`src/rtl/register_bank_pkg.sv`:
```
// Shared constants for the Antares-R2 general-purpose register bank.
`ifndef REGISTER_BANK_PKG_SV
`define REGISTER_BANK_PKG_SV
package register_bank_pkg;

    // Default geometry: 32 registers of 32 bits
    localparam int DATA_W_DEF = 32;
    localparam int ADDR_W_DEF = 5;

    // Architectural register indices
    localparam logic [4:0] REG_ZERO = 5'd0;   // hardwired zero
    localparam logic [4:0] REG_RA   = 5'd31;  // link register, target of the jal path in the dest mux

    // Read-port lanes: A (rs) and B (rt)
    localparam int NUM_RD_PORTS = 2;
    localparam int RD_PORT_A    = 0;
    localparam int RD_PORT_B    = 1;

endpackage
`endif

```
`src/rtl/register_bank_if.sv`:
```
// Decode/write-back bus of the register bank: two read ports, one write port.
interface register_bank_if
    import register_bank_pkg::*;
#(
    parameter int DATA_W = DATA_W_DEF,
    parameter int ADDR_W = ADDR_W_DEF
);
    logic [ADDR_W-1:0] read_addr_a;
    logic [ADDR_W-1:0] read_addr_b;
    logic              write_en;
    logic [ADDR_W-1:0] write_addr;
    logic [DATA_W-1:0] write_data;
    logic [DATA_W-1:0] read_data_a;
    logic [DATA_W-1:0] read_data_b;
    logic              write_ack;

    // Pipeline side: issues addresses and write-back data
    modport master (
        output read_addr_a, read_addr_b, write_en, write_addr, write_data,
        input  read_data_a, read_data_b, write_ack
    );

    // Register bank side
    modport slave (
        input  read_addr_a, read_addr_b, write_en, write_addr, write_data,
        output read_data_a, read_data_b, write_ack
    );
endinterface

```
`src/rtl/register_bank_bypass.sv`:
```
// Per-read-port select: zero register, then same-cycle write bypass, then storage.
module register_bank_bypass
    import register_bank_pkg::*;
#(
    parameter int DATA_W = DATA_W_DEF,
    parameter int ADDR_W = ADDR_W_DEF
) (
    input  logic [ADDR_W-1:0]                      rd_addr,
    input  logic                                   byp_en,   // write_en qualified by reset deassertion
    input  logic [ADDR_W-1:0]                      wr_addr,
    input  logic [DATA_W-1:0]                      wr_data,
    input  logic [(2**ADDR_W)-1:0][DATA_W-1:0]     regs,
    output logic [DATA_W-1:0]                      rd_data
);

    // Priority read mux; r0 wins over any bypass so a write to r0 never leaks out
    always_comb begin
        rd_data = regs[rd_addr];
        if (rd_addr == ADDR_W'(REG_ZERO)) begin
            rd_data = '0;
        end else if (byp_en && (wr_addr == rd_addr)) begin
            rd_data = wr_data;
        end
    end

endmodule

```
`src/rtl/register_bank.sv`:
```
// 32 x 32 register file: two combinational read ports with write bypass,
// one synchronous write port, registered write acknowledge.
module register_bank
    import register_bank_pkg::*;
#(
    parameter int DATA_W = DATA_W_DEF,
    parameter int ADDR_W = ADDR_W_DEF
) (
    input  logic           clk,
    input  logic           reset,   // synchronous, active low
    register_bank_if.slave bus
);

    localparam int DEPTH = 2**ADDR_W;

    logic [DEPTH-1:0][DATA_W-1:0]        regs_q, regs_d;
    logic                                write_ack_q, write_ack_d;
    logic                                wr_commit;
    logic                                byp_en;
    logic [NUM_RD_PORTS-1:0][ADDR_W-1:0] rd_addr;
    logic [NUM_RD_PORTS-1:0][DATA_W-1:0] rd_data;

    // A write only lands (and is acknowledged) when it targets a non-zero register
    assign wr_commit = bus.write_en && (bus.write_addr != ADDR_W'(REG_ZERO));

    // Reset has priority over bypass so reads show the pre-edge contents during reset
    assign byp_en = bus.write_en && reset;

    // Next-state of storage and acknowledge; r0 is forced to zero every cycle
    always_comb begin
        regs_d      = regs_q;
        write_ack_d = 1'b0;
        if (wr_commit) begin
            regs_d[bus.write_addr] = bus.write_data;
            write_ack_d            = 1'b1;
        end
        regs_d[0] = '0;
    end

    // State update; reset clears the whole file in a single cycle and drops any write
    always_ff @(posedge clk) begin
        if (!reset) begin
            regs_q      <= '0;
            write_ack_q <= 1'b0;
        end else begin
            regs_q      <= regs_d;
            write_ack_q <= write_ack_d;
        end
    end

    assign rd_addr[RD_PORT_A] = bus.read_addr_a;
    assign rd_addr[RD_PORT_B] = bus.read_addr_b;

    // One identical read-select lane per port
    for (genvar g = 0; g < NUM_RD_PORTS; g++) begin : g_rd
        register_bank_bypass #(
            .DATA_W (DATA_W),
            .ADDR_W (ADDR_W)
        ) u_rd (
            .rd_addr (rd_addr[g]),
            .byp_en  (byp_en),
            .wr_addr (bus.write_addr),
            .wr_data (bus.write_data),
            .regs    (regs_q),
            .rd_data (rd_data[g])
        );
    end

    assign bus.read_data_a = rd_data[RD_PORT_A];
    assign bus.read_data_b = rd_data[RD_PORT_B];
    assign bus.write_ack   = write_ack_q;

endmodule

```
`src/flat_wrapper.sv`:
```
// flat-port wrapper written by rule: the top's interface ports become plain ports
module register_bank_flat import register_bank_pkg::*;
#(
    parameter int DATA_W = DATA_W_DEF,
    parameter int ADDR_W = ADDR_W_DEF
)
  (clk, reset, bus_read_addr_a, bus_read_addr_b, bus_write_en, bus_write_addr, bus_write_data, bus_read_data_a, bus_read_data_b, bus_write_ack);
  register_bank_if #(.DATA_W(DATA_W), .ADDR_W(ADDR_W)) bus_i ();
  input  logic clk;
  input  logic reset;
  input wire logic [$bits(bus_i.read_addr_a)-1:0] bus_read_addr_a;
  input wire logic [$bits(bus_i.read_addr_b)-1:0] bus_read_addr_b;
  input wire logic [$bits(bus_i.write_en)-1:0] bus_write_en;
  input wire logic [$bits(bus_i.write_addr)-1:0] bus_write_addr;
  input wire logic [$bits(bus_i.write_data)-1:0] bus_write_data;
  output wire logic [$bits(bus_i.read_data_a)-1:0] bus_read_data_a;
  output wire logic [$bits(bus_i.read_data_b)-1:0] bus_read_data_b;
  output wire logic [$bits(bus_i.write_ack)-1:0] bus_write_ack;
  assign bus_i.read_addr_a = bus_read_addr_a;
  assign bus_i.read_addr_b = bus_read_addr_b;
  assign bus_i.write_en = bus_write_en;
  assign bus_i.write_addr = bus_write_addr;
  assign bus_i.write_data = bus_write_data;
  assign bus_read_data_a = bus_i.read_data_a;
  assign bus_read_data_b = bus_i.read_data_b;
  assign bus_write_ack = bus_i.write_ack;
  register_bank #(.DATA_W(DATA_W), .ADDR_W(ADDR_W)) u_core (.clk(clk), .reset(reset), .bus(bus_i));
endmodule
```
`config.mk`:
```
export PLATFORM = sky130hd
export DESIGN_NAME = register_bank_flat
export DESIGN_NICKNAME = d
export VERILOG_FILES = /design/src/rtl/register_bank_pkg.sv /design/src/rtl/register_bank_if.sv /design/src/rtl/register_bank_bypass.sv /design/src/rtl/register_bank.sv /design/src/flat_wrapper.sv
export SDC_FILE = /design/constraint.sdc
export NUM_CORES = 2
export LEC_CHECK = 0
export ABC_CLOCK_PERIOD_IN_PS = 5900
export BUFFER_PORTS_ARGS = -buffer_cell sky130_fd_sc_hd__buf_2
export CAP_MARGIN = 20
export CORE_ASPECT_RATIO = 1.2
export CORE_MARGIN = 1.5
export CORE_UTILIZATION = 50
export DETAILED_ROUTE_END_ITERATION = 12
export PLACE_DENSITY = 0.63
export SETUP_SLACK_MARGIN = 0.1
export SLEW_MARGIN = 20
export SYNTH_ARGS = -nofsm -noshare
export SYNTH_HDL_FRONTEND = slang
export SYNTH_SLANG_ARGS = --single-unit
```
`constraint.sdc`:
```
create_clock -name clk -period 5.9 [get_ports clk]
set_input_delay 1.18 -clock clk [delete_from_list [all_inputs] [get_ports clk]]
set_output_delay 1.18 -clock clk [all_outputs]
set_load 0.005 [all_outputs]
```
Word-level counts from Yosys, hierarchy flattened
Cells that the tools add are included.

$lt $le $gt $ge: 4. Eq/ne operators: 2. Mux-type cells: 12. Reductions and logical operators: 8.

Operator list (count): 1024-bit bitwise mux (1); 32-bit binary-select mux with 5-bit select (2); 32-bit two-way mux (7); 32-bit demux with 5-bit select (1); 5-bit by 6-bit < comparator with 1-bit output (second input constant) (3); 5-bit equality test (2); 5-bit logical NOT (2); 5-bit by 1-bit greater-or-equal comparator with 1-bit output (second input constant) (1); 1-bit logical AND (5); 5-bit nonzero test (1); 1-bit two-way mux (1).

Register bits: 993. Bits of input ports: 50. Output and inout port bits: 65. Word-level logic and storage cells: 58.

Longest topological paths before layout
Depth in word-level cells: 5. Depth in mapped cells: 10. Mapped depth without buffers: 4.

Hierarchy
From an unflattened synthesis, not the netlist that was laid out.

Cell total of the unflattened synthesis: 5080. Area total of the unflattened synthesis: 53576.4 sq um.

Modules (own cells, without submodules): register_bank (times used 1, cells each 3376, area each 35396.4 sq um, seq. area each 19879.1 sq um); register_bank_bypass (times used 2, cells each 852, area each 9090.0 sq um, seq. area each 0.0 sq um).

Least setup slack after synthesis
Ideal clock, no wire load.

Path kind: input to output. From: in bus_read_addr_a[0]. To: out bus_read_data_a[1]. Arrival: 2709 ps. Required time: 4720 ps. Path slack: 2011 ps. Stages on the path: 7. Path buffers: 3. Cell sequence: buf_4 buf_12 buf_6 mux4_2 mux2_2 a221oi_1 o41ai_1.

Longest elaborated chain between the ends: 4. Elaborated cells on any way between the ends: 7. Those cells by class: 1 x eq/ne; 4 x mux; 2 x reduce/logical.

RTL lines: start, declared (line flat_wrapper.sv:11) `input wire logic [$bits(bus_i.read_addr_a)-1:0] bus_read_addr_a;`; 32-bit binary-select mux with 5-bit select or 5-bit equality test (tied branches) (line register_bank_bypass.sv:18, register_bank_bypass.sv:21); 32-bit two-way mux (not written as such) or 1-bit logical AND (tied branches) (line register_bank_bypass.sv:18, register_bank_bypass.sv:21); 32-bit two-way mux (line register_bank_bypass.sv:21) `end else if (byp_en && (wr_addr == rd_addr)) begin`; 32-bit two-way mux (*) (line register_bank_bypass.sv:19) `if (rd_addr == ADDR_W'(REG_ZERO)) begin`; end, declared (line flat_wrapper.sv:16) `output wire logic [$bits(bus_i.read_data_a)-1:0] bus_read_data_a;`.

Mark *: on every way between the ends. The rest lies on a longest branch, timed or not. The select of a mux whose other input is x is not followed.

Worst setup path in the final report
From: in bus_read_addr_a[1]. To: out bus_read_data_a[1].

The elaborated chain is that of the path after synthesis.

==> impl_metrics.xml <==
<?xml version="1.0" encoding="UTF-8"?>
<metrics>
  <group name="yosys">
    <metric name="synthesized_nets" unit="">6235</metric>
    <metric name="synthFlopType" unit="">sky130_fd_sc_hd__dfxtp_1</metric>
    <metric name="yosysWarningCount" unit="">0</metric>
    <metric name="synth_edf_count" unit="">0</metric>
    <metric name="synth_area" unit="um^2">55000</metric>
    <metric name="synthSimpleGateAreaFrac" unit="">0.161</metric>
    <metric name="muxShareOfSynthArea" unit="">0.203</metric>
    <metric name="synth-xor-area-share" unit="">0.00159</metric>
    <metric name="syn-mean-instance-area" unit="um^2">8.90</metric>
    <metric name="synth_cell_types" unit="">53</metric>
    <metric name="yosys.area_share.adder" unit="">0</metric>
    <metric name="synth_compound_area_frac" unit="">0.213</metric>
    <metric name="synth_top_family_by_area" unit="">compound AO/OA/AOI/OAI gates</metric>
    <metric name="gate_count_after_technology_mapping" unit="">6185</metric>
    <metric name="ys_seq_elements" unit="">993</metric>
    <metric name="async_flop_share" unit="">0</metric>
    <metric name="synth_seq_area_share" unit="">0.361</metric>
  </group>
  <group name="detailed_routing">
    <metric name="via_count" unit="">49835</metric>
    <metric name="post-route-drc-count" unit="">0</metric>
    <metric name="viasPerCell" unit="">6.70</metric>
    <metric name="postRouteAntennaNets" unit="">0</metric>
    <metric name="drt-total-wl" unit="um">230000</metric>
    <metric name="first_pass_iters" unit="">8</metric>
    <metric name="detail_route.wl_per_cell" unit="um">30.9</metric>
    <metric name="drt_iter0_markers" unit="">6981</metric>
  </group>
  <group name="placement">
    <metric name="dp_hpwl" unit="um">136000</metric>
    <metric name="routabilityCongestion" unit="">0.933</metric>
    <metric name="post-place-ws" unit="ps">455</metric>
    <metric name="port_buffers" unit="">114</metric>
    <metric name="placed_cell_area" unit="um^2">56400</metric>
  </group>
  <group name="hold_path">
    <metric name="timing.hold.worst.class" unit="">reg -&gt; reg</metric>
  </group>
  <group name="timing">
    <metric name="timing_worst_slew_pin_value" unit="ps">1250</metric>
    <metric name="whs" unit="ps">466</metric>
    <metric name="timing.fmax" unit="MHz">185</metric>
    <metric name="endpoints_failing_hold" unit="">0</metric>
    <metric name="clock_skew" unit="ps">0</metric>
    <metric name="max_slew_margin" unit="">0.164</metric>
    <metric name="setup-tns-final" unit="ps">0</metric>
    <metric name="grt_setup_unrepaired" unit="">no</metric>
    <metric name="drv_slew" unit="">0</metric>
    <metric name="fin_crit_sh" unit="">0.917</metric>
    <metric name="setup_violations" unit="">0</metric>
    <metric name="crit_path_setup_slack_layout" unit="ps">492</metric>
    <metric name="timing.final.crit_period" unit="ps">5410</metric>
  </group>
  <group name="cts">
    <metric name="cts_tree" unit="">done</metric>
    <metric name="htree_num_levels" unit="">3</metric>
    <metric name="cts_buffer_depth" unit="">3</metric>
    <metric name="cts_hold_repair.buffers" unit="">0</metric>
    <metric name="cts_num_sinks" unit="">993</metric>
    <metric name="clk_latency_worst_skew_pair" unit="ps">740</metric>
    <metric name="cts.clk_slew.worst_paths" unit="ps">60</metric>
    <metric name="cts_resized" unit="">0</metric>
    <metric name="tritoncts.num_buffers" unit="">108</metric>
    <metric name="cts.repair_timing.setup_buffer_count" unit="">0</metric>
    <metric name="library_cell_used_as_clock_root_buffer" unit="">sky130_fd_sc_hd__clkbuf_16</metric>
  </group>
  <group name="floorplan">
    <metric name="dieArea" unit="um^2">112000</metric>
    <metric name="placement_rows" unit="">133</metric>
    <metric name="pin_count" unit="">115</metric>
    <metric name="chipWidth" unit="um">306</metric>
    <metric name="design.core.area" unit="um^2">109000</metric>
    <metric name="initial_core_util" unit="">0.503</metric>
    <metric name="die_height" unit="um">366</metric>
  </group>
  <group name="critical_path">
    <metric name="critical_path.max_fanout" unit="">22</metric>
    <metric name="worst-endpoint-required" unit="ps">4720</metric>
    <metric name="path_delay_family" unit="">compound AO/OA/AOI/OAI gates</metric>
    <metric name="worst-setup-path-type" unit="">in -&gt; out</metric>
    <metric name="worstSetupStartpointType" unit="">input pin</metric>
    <metric name="critical-path-max-stage-delay" unit="ps">1050</metric>
    <metric name="crit_path_top_delay_cell" unit="">sky130_fd_sc_hd__o41ai_1</metric>
    <metric name="worst_ep_arrival_time" unit="ps">4230</metric>
    <metric name="path_buf_inv" unit="">3</metric>
    <metric name="worstPathCellList" unit="">clkbuf_8 -&gt; nor2b_4 -&gt; buf_4 -&gt; a32o_1 -&gt; a211oi_1 -&gt; o41ai_1 -&gt; buf_2</metric>
    <metric name="end_kind" unit="">primary output</metric>
  </group>
  <group name="cells_and_area">
    <metric name="final_layout_net_count" unit="">5980</metric>
    <metric name="postLayoutCellArea" unit="um^2">60200</metric>
    <metric name="multi_input_comb_area" unit="um^2">32300</metric>
    <metric name="share_of_layout_cells_above_drive_strength_1" unit="">0.179</metric>
    <metric name="flow.area_growth_from_synthesis" unit="%">9.33</metric>
    <metric name="layout_commonest_cell" unit="">sky130_fd_sc_hd__nand2_1</metric>
    <metric name="mostFrequentLayoutCells" unit="">sky130_fd_sc_hd__nand2_1 (1,985), sky130_fd_sc_hd__dfxtp_1 (993), sky130_fd_sc_hd__a21boi_0 (937), sky130_fd_sc_hd__mux2i_1 (295), sky130_fd_sc_hd__mux4_2 (292)</metric>
    <metric name="filler_cell_count" unit="">9719</metric>
    <metric name="regArea" unit="um^2">19900</metric>
  </group>
  <group name="pwr">
    <metric name="power_density" unit="nW/um^2">260</metric>
    <metric name="vdd_ir_drop_max" unit="uV">253</metric>
    <metric name="cellLeakagePower" unit="nW">20.4</metric>
    <metric name="post-layout-total-power" unit="mW">15.7</metric>
  </group>
  <group name="global_route">
    <metric name="grt_antenna_before_repair" unit="">19</metric>
    <metric name="grt_max_degree" unit="">275</metric>
    <metric name="grt_overflow" unit="">0</metric>
    <metric name="grt_pass1_vias" unit="">46874</metric>
    <metric name="grt_pass1_wl" unit="um">329000</metric>
    <metric name="overall_global_routing_usage" unit="">0.399</metric>
  </group>
  <group name="status">
    <metric name="run_status" unit="">finished clean</metric>
  </group>
  <group name="job">
    <metric name="max_cap_viols" unit="">0</metric>
  </group>
</metrics>
report_power, final:
group	total (mW)	switching [mW]	internal (mW)
logic	1.68	1.12	0.560
registers	6.79	0.0373	6.75
clock network	7.19	3.01	4.18
total	15.7	4.17	11.5
cells by family after synthesis:
family | Yosys count
buf+inv | 689
compound gates | 1523
simple gates | 2238
mux | 732
xor+xnor | 10
flops | 993
worst min-delay path, cell delays in order (launching register included):
cell and delay, ps:
sky130_fd_sc_hd__dfxtp_1 310, sky130_fd_sc_hd__nand2_1 50, sky130_fd_sc_hd__a21boi_1 50
cell usage after synthesis (19+ instances only):
cell | count | area share
sky130_fd_sc_hd__nand2_1 | 2018 | 0.14
sky130_fd_sc_hd__dfxtp_1 | 993 | 0.36
sky130_fd_sc_hd__a21boi_0 | 937 | 0.13
sky130_fd_sc_hd__clkbuf_1 | 463 | 0.032
sky130_fd_sc_hd__mux2i_1 | 295 | 0.054
sky130_fd_sc_hd__mux4_2 | 292 | 0.12
sky130_fd_sc_hd__mux2_2 | 144 | 0.029
sky130_fd_sc_hd__a21oi_1 | 118 | 0.011
sky130_fd_sc_hd__buf_2 | 97 | 0.0088
sky130_fd_sc_hd__a22oi_1 | 92 | 0.013
sky130_fd_sc_hd__nand4_1 | 64 | 0.0073
sky130_fd_sc_hd__a21boi_1 | 55 | 0.0075
sky130_fd_sc_hd__buf_4 | 49 | 0.0067
sky130_fd_sc_hd__nor2_1 | 48 | 0.0033
sky130_fd_sc_hd__nand2b_1 | 38 | 0.0043
sky130_fd_sc_hd__a221o_1 | 36 | 0.0065
sky130_fd_sc_hd__a2bb2oi_1 | 35 | 0.0056
sky130_fd_sc_hd__a211oi_1 | 34 | 0.0046
sky130_fd_sc_hd__o41ai_2 | 34 | 0.010
sky130_fd_sc_hd__a221oi_1 | 33 | 0.0053
sky130_fd_sc_hd__clkbuf_2 | 31 | 0.0028
sky130_fd_sc_hd__o41ai_1 | 30 | 0.0048
sky130_fd_sc_hd__o21ai_0 | 29 | 0.0026
sky130_fd_sc_hd__o22ai_1 | 29 | 0.0033
sky130_fd_sc_hd__and2_1 | 20 | 0.0023
sky130_fd_sc_hd__buf_6 | 19 | 0.0039
per-stage QoR:
step | utilization | cells
finish | 0.550 | 7439
global placement | 0.516 | 7237
detailed placement | 0.516 | 7237
CTS | 0.550 | 7434
global route | 0.550 | 7434
floorplan | - | 6185
layer usage:
metal	track usage	up-vias	part of all wire
li1	-	21181	-
met1	0.513	24349	0.38
met2	0.593	3389	0.43
met3	0.121	898	0.13
met4	0.228	18	0.065
met5	0	-	0.00078
flip-flops by register name (all words and copies together) (netlist names):
register              cells
u_core.regs_q           992
u_core.bus.write_ack      1
path summary, 6_finish.rpt:
path	from	endpoint	slack [ps]	cells after the start
max	bus_read_addr_a[1]	bus_read_data_a[1]	490	7
min	u_core.regs_q[664]	u_core.regs_q[664]	470	2
max reg2reg	u_core.regs_q[911]	u_core.regs_q[911]	5150	2
min reg2reg	u_core.regs_q[664]	u_core.regs_q[664]	470	2
layout make-up:
| class | count | area share |
|---|---|---|
| well taps | 1417 | 0.0295 |
| flip-flops and latches | 993 | 0.330 |
| clock inverters | 29 | 0.00636 |
| clock buffers | 168 | 0.0550 |
| multi-input cells | 4503 | 0.536 |
| diodes | 5 | 0.000208 |
| repair buffers | 320 | 0.0420 |
| inverters | 4 | 0.000249 |
Power figures use the tool's default switching activity.
